`src/rtl/vrased_pkg.sv`:
```
// Shared definitions for the VRASED reset sequencer: FSM encoding and the
// bit positions of the individual monitor violation flags.
package vrased_pkg;

  localparam int VIOL_W = 6;
  localparam int HOLD_W = 8;

  localparam int VIOL_X_STACK     = 0;
  localparam int VIOL_AC          = 1;
  localparam int VIOL_ATOMICITY   = 2;
  localparam int VIOL_DMA_AC      = 3;
  localparam int VIOL_DMA_DETECT  = 4;
  localparam int VIOL_DMA_X_STACK = 5;

  typedef enum logic [1:0] {
    ST_IDLE   = 2'd0,
    ST_ASSERT = 2'd1,
    ST_DRAIN  = 2'd2
  } state_t;

endpackage

```
`src/rtl/vrased_reset_seq_sat_counter.sv`:
```
// Width-parameterised up-counter that sticks at all-ones instead of wrapping.
module sat_counter #(
  parameter int W = 8
) (
  input  logic         clk,
  input  logic         srst,
  input  logic         inc,
  output logic [W-1:0] count
);

  logic [W-1:0] count_reg;
  logic [W-1:0] count_next;

  always_comb begin
    count_next = count_reg;
    if (inc && (count_reg != '1)) begin
      count_next = count_reg + W'(1);
    end
  end

  always_ff @(posedge clk) begin
    if (srst) begin
      count_reg <= '0;
    end else begin
      count_reg <= count_next;
    end
  end

  assign count = count_reg;

endmodule

```
`src/rtl/vrased_reset_seq.sv`:
```
// Turns VRASED monitor violations into a held CPU reset request and keeps a
// sticky record of which monitors fired, where, and how many episodes occurred.
module vrased_reset_seq
  import vrased_pkg::*;
#(
  parameter int HOLD_CYCLES = 4,
  parameter int CNT_W       = 8
) (
  input  logic              clk,
  input  logic              reset,
  input  logic [VIOL_W-1:0] viol_in,
  input  logic [15:0]       pc,
  input  logic              cause_clr,
  output logic              puc_req,
  output logic [VIOL_W-1:0] cause,
  output logic [15:0]       viol_pc,
  output logic [CNT_W-1:0]  viol_cnt,
  output logic              busy
);

  localparam logic [HOLD_W-1:0] HOLD_LOAD = HOLD_W'(HOLD_CYCLES - 1);

  state_t              state_reg, state_next;
  logic [HOLD_W-1:0]   hold_reg, hold_next;
  logic [VIOL_W-1:0]   cause_reg, cause_next, cause_base;
  logic [15:0]         viol_pc_reg, viol_pc_next;
  logic                any_viol;
  logic                clr_ok;
  logic                cnt_inc;

  assign any_viol = viol_in[VIOL_X_STACK] | viol_in[VIOL_AC] | viol_in[VIOL_ATOMICITY]
                  | viol_in[VIOL_DMA_AC] | viol_in[VIOL_DMA_DETECT] | viol_in[VIOL_DMA_X_STACK];

  // ASSERT lasts HOLD_CYCLES-1 cycles so that, with the violation cycle and one
  // DRAIN cycle, the request spans exactly HOLD_CYCLES+1 cycles.
  always_comb begin
    state_next = state_reg;
    hold_next  = hold_reg;
    cnt_inc    = 1'b0;
    case (state_reg)
      ST_IDLE: begin
        if (any_viol) begin
          cnt_inc    = 1'b1;
          hold_next  = HOLD_LOAD;
          state_next = (HOLD_LOAD == '0) ? ST_DRAIN : ST_ASSERT;
        end
      end
      ST_ASSERT: begin
        if (hold_reg <= HOLD_W'(1)) begin
          hold_next  = '0;
          state_next = ST_DRAIN;
        end else begin
          hold_next  = hold_reg - HOLD_W'(1);
        end
      end
      ST_DRAIN: begin
        if (!any_viol) begin
          state_next = ST_IDLE;
        end
      end
      default: begin
        state_next = ST_IDLE;
        hold_next  = '0;
      end
    endcase
  end

  // A clear in IDLE wipes the old record first, so a coincident violation
  // becomes the new first cause and recaptures pc.
  always_comb begin
    clr_ok       = cause_clr && (state_reg == ST_IDLE);
    cause_base   = clr_ok ? '0 : cause_reg;
    cause_next   = cause_base | viol_in;
    viol_pc_next = clr_ok ? '0 : viol_pc_reg;
    if (any_viol && (cause_base == '0)) begin
      viol_pc_next = pc;
    end
  end

  always_ff @(posedge clk) begin
    if (reset) begin
      state_reg   <= ST_IDLE;
      hold_reg    <= '0;
      cause_reg   <= '0;
      viol_pc_reg <= '0;
    end else begin
      state_reg   <= state_next;
      hold_reg    <= hold_next;
      cause_reg   <= cause_next;
      viol_pc_reg <= viol_pc_next;
    end
  end

  sat_counter #(
    .W (CNT_W)
  ) u_viol_cnt (
    .clk   (clk),
    .srst  (reset),
    .inc   (cnt_inc),
    .count (viol_cnt)
  );

  assign puc_req = (state_reg != ST_IDLE) || any_viol;
  assign busy    = (state_reg != ST_IDLE);
  assign cause   = cause_reg;
  assign viol_pc = viol_pc_reg;

endmodule

```
`config.mk`:
```
export PLATFORM = sky130hd
export DESIGN_NAME = vrased_reset_seq
export DESIGN_NICKNAME = d
export VERILOG_FILES = /design/src/rtl/vrased_pkg.sv /design/src/rtl/vrased_reset_seq_sat_counter.sv /design/src/rtl/vrased_reset_seq.sv
export SDC_FILE = /design/constraint.sdc
export NUM_CORES = 1
export LEC_CHECK = 0
export CAP_MARGIN = 20
export CORE_UTILIZATION = 47
export DETAILED_ROUTE_END_ITERATION = 8
export PLACE_DENSITY = 0.8
export SLEW_MARGIN = 20
export SYNTH_ARGS = -nofsm -noshare
export SYNTH_HDL_FRONTEND = slang
export SYNTH_SLANG_ARGS = --single-unit
```
`constraint.sdc`:
```
create_clock -name clk -period 2 [get_ports clk]
set_input_delay 0.4 -clock clk [delete_from_list [all_inputs] [get_ports clk]]
set_output_delay 0.4 -clock clk [all_outputs]
set_load 0.01 [all_outputs]
```
# After elaboration in Yosys (flattened, before gate mapping)
# Cells that the tools add are included.
[totals] regBits=40 latchBits=0 ram_bits=0 romBits=0 inputBits=25 out_inout_bits=32 elab_cells=43 mem_count=0
[classes] n_addsub=2 multipliers=0 n_div=0 n_lt_le_gt_ge=1 eq_ne=6 shifts=0 n_mux=12 bitwise_logic=7 reduce_logical=10
[op_table] cell="$mux W16" n=2
[op_table] cell="$pmux W8 S3" n=1
[op_table] cell="$mux W8" n=2
[op_table] cell="$add A8 B1 Y8 const B" n=1
[op_table] cell="$le A8 B1 Y1 const B" n=1
[op_table] cell="$ne A8 B8 Y1 const B" n=1
[op_table] cell="$sub A8 B1 Y8 const B" n=1
[op_table] cell="$logic_not A6 Y1" n=1
[op_table] cell="$mux W2" n=3
[op_table] cell="$mux W6" n=1
[op_table] cell="$ne A2 B2 Y1 const B" n=3
[op_table] cell="$or A6 B6 Y6" n=1
[op_table] cell="$pmux W2 S3" n=1
[op_table] cell="$or A1 B1 Y1" n=5
[op_table] cell="$reduce_bool A2 Y1" n=2
[op_table] cell="$logic_and A1 B1 Y1" n=3
[op_table] cell="$reduce_and A3 Y1" n=1
[op_table] cell="$eq A2 B1 Y1 const B" n=1
[op_table] cell="$eq A2 B2 Y1 const B" n=1
[op_table] cell="$logic_not A2 Y1" n=1
[op_table] cell="$mux W1" n=2
[op_table] cell="$reduce_and A2 Y1" n=1
[op_table] cell="$logic_or A1 B1 Y1" n=1
[op_table] cell="$not A1 Y1" n=1

# Depth between registers and ports, before layout
# Gate-level depths: netlist of the first run.
[logic_depth] word_depth=8 ltp_mapped=7 depth_no_buf=6

# Cells and area by module
# From an unflattened synthesis of the first run, not the netlist that was laid out.
[hier_totals] hier_cells=178 area_unflattened_um2=1739.2
[modules_own_cells] mod="vrased_reset_seq" n_inst=1 cells_each=132 area_per_inst_um2=1308.8 seq_area_each_um2=640.6
[modules_own_cells] mod="sat_counter" n_inst=1 cells_each=46 area_per_inst_um2=430.4 seq_area_each_um2=160.2

# Least setup slack after synthesis of the first run
# No wires, ideal clock.
[synth_path] kind="register to register" from="register hold_reg[0]" to="register hold_reg[0]" setup_ps=70 t_arrival_ps=1647 required_time_ps=1930 slack_ps=283 stages_incl_launch_ff=7 path_buffers=0 period_less_slack_ps=1717 path_cell_list="dfxtp_1 inv_1 ha_1 nor2_1 nor4_1 or4b_2 a21oi_1"
[synth_between] elab_chain_cells=3 elab_cells_between_ends=4 classes_between="add/sub: 1; order compare: 1; mux: 2"
[synth_rtl] element="start, declared" line="vrased_reset_seq.sv:24" source="logic [HOLD_W-1:0] hold_reg, hold_next;"
[synth_rtl] element="start signal, assigned" line="vrased_reset_seq.sv:88" source="hold_reg <= hold_next;"
[synth_rtl] element="$sub A8 B1 Y8 or $le A8 B1 Y1 (tied branches)" line="vrased_reset_seq.sv:53, vrased_reset_seq.sv:49"
[synth_rtl] element="$mux W8 *" line="vrased_reset_seq.sv:49" source="if (hold_reg <= HOLD_W'(1)) begin"
[synth_rtl] element="$pmux W8 S3 *" line="vrased_reset_seq.sv:40" source="case (state_reg)"
# Every way passes the cells marked *; elsewhere a longest branch is shown, timed or not.
# A chain may end at the register's enable or synchronous reset.

# Worst setup path in the final report of the first run
[layout_path] from="register state_reg[1]" to="output port busy"
[layout_between] elab_chain_cells=1
[layout_rtl] element="start, declared" line="vrased_reset_seq.sv:23" source="state_t state_reg, state_next;"
[layout_rtl] element="start signal, assigned" line="vrased_reset_seq.sv:87" source="state_reg <= state_next;"
[layout_rtl] element="$reduce_bool A2 Y1" line="vrased_reset_seq.sv:104" source="assign busy = (state_reg != ST_IDLE);"
[layout_rtl] element="end, declared" line="vrased_reset_seq.sv:18" source="output logic busy"
# Every way passes these cells.

==> run summary, run 1 <==
Max Clk Rate -> 524 MHz
Critical Path Fanout Max -> 8
1st-iter DRT viols -> 103
RePlAce Congestion -> 0.787
I/O pins -> 57
Grt ovf -> 0
Hold WC Path Type -> reg2reg
Routed wire length per instance -> 13.7 um
CP endpoint kind -> output port
Initial DRT Pass Iterations -> 4
CP arrival -> 1510 ps
Worst-path cell chain -> nor2_2 -> inv_1 -> clkdlybuf4s50_1
First-pass GRT wire length -> 7000 um
Hold Buf Count CTS -> 0
Clock slew at reported path FFs -> 70 ps
Setup CP Type -> reg2out
Top_reg_cell synth -> dfxtp_1
Site Rows -> 23
Cell at the root of the clock tree -> clkbuf_8
CTS sink cnt -> 40
DR vias/cell -> 5.70
Final wirelength -> 4500 um
Critical path's top delay family -> buffers and inverters
Pleak -> 1.03 nW
Area Growth Syn to Fin -> 35.9%
# port buffers -> 56
Filler cell count -> 341
Initial antenna violation count -> 0
DRC viols -> 0
Most common cell after layout, fill and taps aside -> clkdlybuf4s50_1
Worst-margin pin slew -> 652 ps
Final Hold Viols -> 0
Worst setup SP type -> flop
Initial core utilization -> 0.495
Flip-flop count of the largest register after layout -> 16
Max VDD drop -> 0.565 mV
Post-synthesis sequential area ratio -> 0.402
Post-Layout Inst Area -> 2710 um^2
FF+latch count, synth -> 40
Total nets after synthesis -> 240
Clock Skews -> 2.88 ps
Placed Area -> 2610 um^2
Synthesized area -> 1990 um^2
Synth Warn # -> 0
Nets -> 304
Period minus WS final -> 1910 ps
PwrDens -> 1180 nW/um^2
Wire length on met3 -> 196 um
Buf/Inv on CP -> 2
DP HPWL -> 3160 um
Routed Antenna Nets -> 0
Num CTS Buffers -> 5
Synth async-reset ratio -> 0
Core Region -> 4030 um^2
DR top layer -> met4
Vias post-DR -> 1864
Insertion delay to the later sink of the worst-skew pair -> 290 ps
Status -> completed
Slowest stage delay, CP -> 550 ps
Met2 WL post-DR -> 2130 um
Antenna diodes -> 0
Die Ht -> 67.1 um
Rel. slew slack -> 0.565
Die area -> 4510 um^2
Netlist cell types -> 49
Die width -> 67.1 um
Worst path slowest cell -> clkdlybuf4s50_1
Post-Syn Instances -> 212
Syn Area/Cell -> 9.41 um^2
Part of the cycle the worst path needs -> 0.954
Clock H-tree levels -> 2
Layout cells sized above 1 -> 0.159
Largest net degree at the start of global routing -> 24
WHS -> 472 ps
Worst path required time -> 1600 ps
Final worst slack -> 92.1 ps
Setup Viol. Count Final -> 0
Wl on met1 -> 2090 um
Pre-CTS WS -> -327 ps
RSZ-0062 raised after global routing -> no
Number of global-route vias before repair -> 1609
Bufs on Longest Clock Path -> 2
Max Cap Viol -> 0
Post-synth EDFFs -> 0
Most frequent cells in the layout -> clkdlybuf4s50_1, dfxtp_1, a21oi_1
Fin. max-slew vios -> 0
CTS tree -> done
Total Routing Usage GR -> 0.206
[path summary, 6_finish.rpt]
| check | startpoint | endpoint | slack, ps | cells past startpoint |
|---|---|---|---|---|
| worst max-delay path | state_reg[1] | busy | 90 | 3 |
| worst min-delay path | viol_pc[6] | viol_pc[6] | 470 | 2 |
| worst max register to register | cause[0] | viol_pc[14] | 160 | 4 |
| worst min register to register | viol_pc[6] | viol_pc[6] | 470 | 2 |
[worst register-to-register path, stage by stage (launching register included)]
cell and delay, ps:
dfxtp_1 330, or4_4 560, o31ai_4 560, nand3_1 160, a21oi_1 170
[kinds of logic after synthesis]
group,after synthesis,share of synthesized area
flip-flops,40,0.402
multiplexers,1,0.00502
adder cells (fa/ha/maj),3,0.0188
AND/OR/NAND/NOR,69,0.201
AO/OA/AOI/OAI,81,0.303
buffers and inverters,18,0.0703
[where the power goes]
part,internal (mW),switching (mW)
clock network,0.370,0.282
logic,0.699,0.702
registers,0.964,0.168
total,2.03,1.15
[routing by layer]
layer | GRT usage | vias up
met1 | 0.258 | 886
met3 | 0.0389 | 7
met5 | 0 | -
li1 | - | 929
met2 | 0.335 | 42
met4 | 0.106 | 0
[synthesized netlist by cell type (3+ instances only)]
library cell,n,area share
a21o_1,7,0.026
a21oi_1,34,0.085
buf_2,3,0.0075
buf_6,6,0.034
dfxtp_1,40,0.40
ha_1,3,0.019
inv_1,4,0.0075
nand2_1,7,0.013
nand3_1,18,0.045
nor2_1,13,0.024
nor3_1,3,0.0075
nor3b_1,3,0.011
o211ai_1,7,0.026
o211ai_2,10,0.063
o21ai_0,6,0.015
o31ai_1,3,0.011
or3_1,5,0.016
[stage by stage]
| step | total power [mW] | TNS [ps] | instances | util |
|---|---|---|---|---|
| after CTS | 3.20 | 0 | 327 | 0.672 |
| after global routing | 3.39 | 0 | 327 | 0.673 |
| after detailed placement | 2.55 | -1140 | 319 | 0.647 |
| after global placement | 2.52 | -521 | 319 | 0.647 |
| final | 3.19 | 0 | 327 | 0.673 |
| after floorplan | 2.09 | 0 | 212 | - |
[area by class of cell]
cell class | instances | area [um^2] | area share
timing repair buffer | 71 | 667 | 0.246
tap | 50 | 62.6 | 0.0231
inverter | 4 | 15.0 | 0.00554
clock buffer | 6 | 72.6 | 0.0268
multi-input combinational | 154 | 1060 | 0.390
clock inverter | 2 | 35.0 | 0.0129
sequential | 40 | 801 | 0.295
[what timing repair did]
action                                  in CTS  in global routing
resized for setup                            6                  1
endpoints found under the setup margin       1                  1
pin swaps                                    2                  0
buffers inserted                             0                  0
(Power assumes the default switching activity.)
==> run 2, diff against run 1 <==
--- a/config.mk
+++ b/config.mk
@@ -6,9 +6,9 @@
 export NUM_CORES = 1
 export LEC_CHECK = 0
 export CAP_MARGIN = 20
-export CORE_UTILIZATION = 47
+export CORE_UTILIZATION = 30
 export DETAILED_ROUTE_END_ITERATION = 8
-export PLACE_DENSITY = 0.8
+export PLACE_DENSITY = 0.56
 export SLEW_MARGIN = 20
 export SYNTH_ARGS = -nofsm -noshare
 export SYNTH_HDL_FRONTEND = slang
==> run 2 against run 1 <==
Die area up 55%. Clock power down 20%. Clock skew up 4.0 ps. Non-clock buffer count unchanged. Hold slack about the same. Register-to-register slack about the same. Cell count up 8.0%. Via count down 2.0%. Maximum frequency down 0.87%. Core utilization down 25 points. Final area up 0.28%. Setup slack worse by 17 ps.
==> run summary, run 2 (same netlist as run 1, synthesis figures left out) <==
Initial core utilization -> 0.312 (was 0.495)
WHS -> 472 ps (about the same)
Initial antenna violation count -> 0 (unchanged)
Most frequent cell on the critical path -> dlygate4sd2_1
Die area -> 6980 um^2 (was 4510 um^2)
Clock slew at reported path FFs -> 80 ps (was 70 ps)
Layout cells sized above 1 -> 0.163 (was 0.159)
Die width -> 83.5 um (was 67.1 um)
Worst R2R Start -> cause[0] (unchanged)
Max Clk Rate -> 520 MHz (was 524 MHz)
Routed wire length per instance -> 13.7 um (about the same)
R2r endpoint -> viol_pc[1] (was viol_pc[14])
Pleak -> 1.01 nW (was 1.03 nW)
Critical path's top delay family -> buffers and inverters (unchanged)
Clock Skews -> 6.89 ps (was 2.88 ps)
R2R cell count -> 4 (unchanged)
Status -> completed (unchanged)
Worst setup SP type -> primary input (was flop)
First-pass GRT wire length -> 7980 um (was 7000 um)
CTS sink cnt -> 40 (unchanged)
PwrDens -> 1120 nW/um^2 (was 1180 nW/um^2)
Final Hold Viols -> 0 (unchanged)
Grt ovf -> 0 (unchanged)
Core Region -> 6390 um^2 (was 4030 um^2)
Nets -> 304 (unchanged)
Initial DRT Pass Iterations -> 4 (unchanged)
I/O pins -> 57 (unchanged)
Total Routing Usage GR -> 0.141 (was 0.206)
Critical Path Fanout Max -> 2 (was 8)
Bufs on Longest Clock Path -> 2 (unchanged)
RSZ-0062 raised after global routing -> no (unchanged)
Worst-path cell chain -> dlygate4sd2_1 -> nor4_4 -> and2_1 -> nand2_1 -> dlygate4sd2_1 (was nor2_2 -> inv_1 -> clkdlybuf4s50_1)
Rel. slew slack -> 0.553 (was 0.565)
Vias post-DR -> 1826 (was 1864)
Buf/Inv on CP -> 2 (unchanged)
Site Rows -> 29 (was 23)
Period minus WS final -> 1920 ps (was 1910 ps)
1st-iter DRT viols -> 45 (was 103)
DR vias/cell -> 5.17 (was 5.70)
Max VDD drop -> 0.438 mV (was 0.565 mV)
Worst path slowest cell -> nor4_4 (was clkdlybuf4s50_1)
Cell at the root of the clock tree -> clkbuf_8 (unchanged)
Most frequent cells in the layout -> clkdlybuf4s50_1, dfxtp_1, a21oi_1 (unchanged)
Area Growth Syn to Fin -> 36.3% (was 35.9%)
Most common cell after layout, fill and taps aside -> clkdlybuf4s50_1 (unchanged)
Largest net degree at the start of global routing -> 21 (was 24)
Antenna diodes -> 0 (unchanged)
Flop2flop setup slack -> 150 ps (was 160 ps)
Clock H-tree levels -> 2 (unchanged)
DP HPWL -> 3450 um (was 3160 um)
Setup CP Type -> in2out (was reg2out)
Max Cap Viol -> 0 (unchanged)
Worst path required time -> 1600 ps (about the same)
Routed Antenna Nets -> 0 (unchanged)
Hold Buf Count CTS -> 0 (unchanged)
Insertion delay to the later sink of the worst-skew pair -> 290 ps (about the same)
Number of global-route vias before repair -> 1658 (was 1609)
Setup Viol. Count Final -> 0 (unchanged)
Fin. max-slew vios -> 0 (unchanged)
CTS tree -> done (unchanged)
Placed Area -> 2630 um^2 (was 2610 um^2)
Min-delay src -> viol_pc[1] (was viol_pc[6])
Part of the cycle the worst path needs -> 0.962 (was 0.954)
Critical path origin -> viol_in[3] (was state_reg[1])
Num CTS Buffers -> 5 (unchanged)
WHS Endpoint -> viol_pc[1] (was viol_pc[6])
CP endpoint kind -> output port (unchanged)
Final wirelength -> 4850 um (was 4500 um)
Placed Cells -> 345 (was 319)
CP arrival -> 1520 ps (was 1510 ps)
Die Ht -> 83.5 um (was 67.1 um)
Worst-margin pin slew -> 670 ps (was 652 ps)
Hold WC Path Type -> reg2reg (unchanged)
# port buffers -> 56 (unchanged)
RePlAce Congestion -> 0.762 (was 0.787)
Post-Layout Inst Area -> 2720 um^2 (was 2710 um^2)
Hold Path Depth -> 2 (unchanged)
DRC viols -> 0 (unchanged)
Slowest stage delay, CP -> 320 ps (was 550 ps)
Flip-flop count of the largest register after layout -> 16 (unchanged)
Fin cells -> 353 (was 327)
==> run 2: cell types whose count changed in the layout (fill, tap and decap cells not counted), sizes merged <==
cell      change
clkinvlp      +1
bufinv        -1
clkbuf        -1
==> run 2: where the power goes <==
group / switching [mW] / internal, mW
sequential: 0.185 / 0.969
combinational: 0.688 / 0.678
clock: 0.286 / 0.236
==> run 2: metrics by stage <==
| stage | util | TNS (ps) | power [mW] | setup WS [ps] |
|---|---|---|---|---|
| 6_report | 0.426 | 0 | 3.04 | 75.3 |
| 5_1_grt | 0.426 | 0 | 3.29 | 19.6 |
| 3_3_place_gp | 0.412 | -727 | 2.53 | -338 |
| 3_5_place_dp | 0.412 | -838 | 2.54 | -341 |
| 4_1_cts | 0.425 | 0 | 3.07 | 4.40 |
| 2_1_floorplan | - | 0 | 2.09 | 283 |
==> run 2: metal layers <==
layer  global-route usage  share of wire  up-vias
met5                    0              0        -
met4               0.0416         0.0097        0
met3               0.0326          0.054        5
met2                0.212           0.44       53
met1                0.200           0.49      841
li1                     -              -      927
==> run 2: repair_timing <==
item                                    in CTS  in global routing
buffers inserted                             1                  0
gates resized for setup                      5                  3
endpoints found under the setup margin       1                  2
endpoints found under the hold margin        0                  0
gates cloned                                 0                  0
pin swaps                                    2                  0
==> run 2: worst reg2reg max path, stage by stage, from the launching register on <==
cell and delay (ps):
dfxtp_1 340, or4_4 570, o31ai_4 570, nand3_1 160
a21oi_1 150
==> run 2: how the worst max path moves through the flow <==
stage / slack, ps / endpoint / cells after the start
after floorplan: 280 / hold_reg[0] / 6
after CTS: 4 / busy / 3
after detailed placement: -340 / puc_req / 5
after global routing: 20 / viol_pc[14] / 4
after global placement: -340 / puc_req / 5
final: 80 / puc_req / 5
==> run 2: cell type report <==
| class | instances | area (um^2) |
|---|---|---|
| tap | 77 | 96.3 |
| timing repair buffer | 71 | 667 |
| fill | 653 | 3670 |
| sequential | 40 | 803 |
| clock inverter | 2 | 12.5 |
| clock buffer | 5 | 68.8 |
| inverter | 4 | 15.0 |
| multi-input combinational | 154 | 1060 |
==> run 3, diff against run 2 <==
--- a/config.mk
+++ b/config.mk
@@ -8,6 +8,7 @@
 export CAP_MARGIN = 20
 export CORE_UTILIZATION = 30
 export DETAILED_ROUTE_END_ITERATION = 8
+export GPL_ROUTABILITY_DRIVEN = 1
 export PLACE_DENSITY = 0.56
 export SLEW_MARGIN = 20
 export SYNTH_ARGS = -nofsm -noshare
==> constraint.sdc (replaced) <==
create_clock -name clk -period 1.9 [get_ports clk]
set_input_delay 0.38 -clock clk [delete_from_list [all_inputs] [get_ports clk]]
set_output_delay 0.38 -clock clk [all_outputs]
set_load 0.01 [all_outputs]
==> run 3 against run 2 <==
Hold slack got worse by 2.4 ps. Register-to-register slack got worse by 60 ps. Clock skew decreased by 1.5 ps. Largest cell class unchanged. Highest routed layer unchanged.
==> run summary, run 3 (same netlist as run 1, synthesis figures left out) <==
Initial core utilization -> 0.312 (unchanged)
Period minus WS final -> 1840 ps
Most common cell after layout, fill and taps aside -> clkdlybuf4s50_1 (unchanged)
Fin. max-slew vios -> 0 (unchanged)
CTS sink cnt -> 40 (unchanged)
Most frequent cells in the layout -> clkdlybuf4s50_1, dfxtp_1, a21oi_1 (unchanged)
CP arrival -> 1460 ps (was 1520 ps)
Routed Antenna Nets -> 0 (unchanged)
Clock Skews -> 5.36 ps (was 6.89 ps)
Min-delay src -> viol_pc[6] (was viol_pc[1])
Status -> completed (unchanged)
Met1 usage in global routing -> 0.211 (was 0.200)
WHS Endpoint -> viol_pc[6] (was viol_pc[1])
Die width -> 83.5 um (unchanged)
CP endpoint kind -> output port (unchanged)
Worst path required time -> 1520 ps (was 1600 ps)
Total Routing Usage GR -> 0.144 (was 0.141)
Placed Cells -> 352 (was 345)
Grt ovf -> 0 (unchanged)
Filler cell count -> 645 (was 653)
Core Region -> 6390 um^2 (unchanged)
Max VDD drop -> 0.513 mV (was 0.438 mV)
Worst setup SP type -> primary input (unchanged)
Vias post-DR -> 1823 (was 1826)
Number of global-route vias before repair -> 1663 (was 1658)
Setup CP Type -> in2out (unchanged)
Num CTS Buffers -> 5 (unchanged)
Worst-margin pin slew -> 585 ps (was 670 ps)
Part of the cycle the worst path needs -> 0.971
Cell at the root of the clock tree -> clkbuf_8 (unchanged)
DP HPWL -> 3510 um (was 3450 um)
Hold WC Path Type -> reg2reg (unchanged)
I/O pins -> 57 (unchanged)
Site Rows -> 29 (unchanged)
# port buffers -> 56 (unchanged)
Rel. slew slack -> 0.608 (was 0.553)
Largest net degree at the start of global routing -> 21 (unchanged)
R2r endpoint -> hold_reg[6] (was viol_pc[1])
Final wirelength -> 4990 um (was 4850 um)
Layout cells sized above 1 -> 0.187 (was 0.163)
Final Hold Viols -> 0 (unchanged)
Clock H-tree levels -> 2 (unchanged)
Critical Path Fanout Max -> 2 (unchanged)
Max Clk Rate -> 542 MHz
Met3 Use GR -> 0.0317 (was 0.0326)
First-pass GRT wire length -> 8220 um (was 7980 um)
Nets -> 312 (was 304)
Pleak -> 1.06 nW (was 1.01 nW)
WHS -> 470 ps (was 472 ps)
1st-iter DRT viols -> 47 (was 45)
DR vias/cell -> 5.05 (was 5.17)
Initial DRT Pass Iterations -> 4 (unchanged)
R2R cell count -> 4 (unchanged)
CTS tree -> done (unchanged)
PwrDens -> 1180 nW/um^2 (was 1120 nW/um^2)
Die Ht -> 83.5 um (unchanged)
Flip-flop count of the largest register after layout -> 16 (unchanged)
Bufs on Longest Clock Path -> 2 (unchanged)
Initial antenna violation count -> 0 (unchanged)
Insertion delay to the later sink of the worst-skew pair -> 290 ps (about the same)
Setup Viol. Count Final -> 0 (unchanged)
Antenna diodes -> 0 (unchanged)
Worst R2R Start -> hold_reg[4] (was cause[0])
Top Usage Layer GRT -> met1 (was met2)
Hold Buf Count CTS -> 0 (unchanged)
RePlAce Congestion -> 0.742 (was 0.762)
Flop2flop setup slack -> 90 ps (was 150 ps)
Area Growth Syn to Fin -> 40.0% (was 36.3%)
Grt met2 use -> 0.210 (was 0.212)
Fin cells -> 361 (was 353)
Hold Path Depth -> 2 (unchanged)
Die area -> 6980 um^2 (unchanged)
Max Cap Viol -> 0 (unchanged)
Clock slew at reported path FFs -> 70 ps (was 80 ps)
Routed wire length per instance -> 13.8 um (was 13.7 um)
DRC viols -> 0 (unchanged)
run 3: worst max-delay path by stage:
| stage | start | endpoint | slack (ps) | depth (start not counted) |
|---|---|---|---|---|
| 3_5_place_dp | viol_in[0] | puc_req | -420 | 5 |
| 5_1_grt | viol_in[0] | puc_req | -4 | 5 |
| 3_3_place_gp | viol_in[0] | puc_req | -400 | 5 |
| 2_1_floorplan | hold_reg[0] | hold_reg[0] | 180 | 6 |
| 6_report | viol_in[0] | puc_req | 60 | 5 |
| 4_1_cts | cause[0] | viol_pc[1] | 20 | 4 |
run 3: layer usage:
| layer | wire (um) | up-vias |
|---|---|---|
| li1 | - | 941 |
| met1 | 2610 | 832 |
| met2 | 2140 | 45 |
| met3 | 190 | 5 |
| met4 | 48 | 0 |
| met5 | 0 | - |
run 3: critical path, cell delays in order:
cell and delay (ps):
dlygate4sd2_1 270, nor4_4 330, and2_4 200, nand2_1 50, clkdlybuf4s15_1 240
run 3: layout make-up:
| cell class | instances | area (um^2) | area share |
|---|---|---|---|
| sequential | 40 | 803 | 0.288 |
| clock inverter | 1 | 5.00 | 0.00179 |
| timing repair buffer | 79 | 741 | 0.265 |
| clock buffer | 6 | 72.6 | 0.0260 |
| tap | 77 | 96.3 | 0.0345 |
| inverter | 4 | 15.0 | 0.00538 |
| multi-input combinational | 154 | 1060 | 0.379 |
run 3: report_power, final:
group / switching (mW) / internal (mW)
registers: 0.168 / 1.02
clock network: 0.292 / 0.250
logic: 0.780 / 0.782
total: 1.24 / 2.05
run 3: timing repair:
item,4_1_cts,5_1_grt
pin swaps,2,2
setup buffers,0,2
resized for setup,8,2
setup endpoints to repair,3,18
run 3: stage by stage:
stage | power, mW | setup TNS, ps | setup slack, ps | area (um^2) | util
global placement | 2.70 | -2800 | -401 | 2680 | 0.420
CTS | 3.29 | 0 | 20.6 | 2760 | 0.432
detailed placement | 2.72 | -3520 | -417 | 2680 | 0.420
finish | 3.29 | 0 | 55.5 | 2790 | 0.437
global route | 3.54 | -3.76 | -3.76 | 2790 | 0.437
floorplan | 2.19 | 0 | 183 | 1990 | -
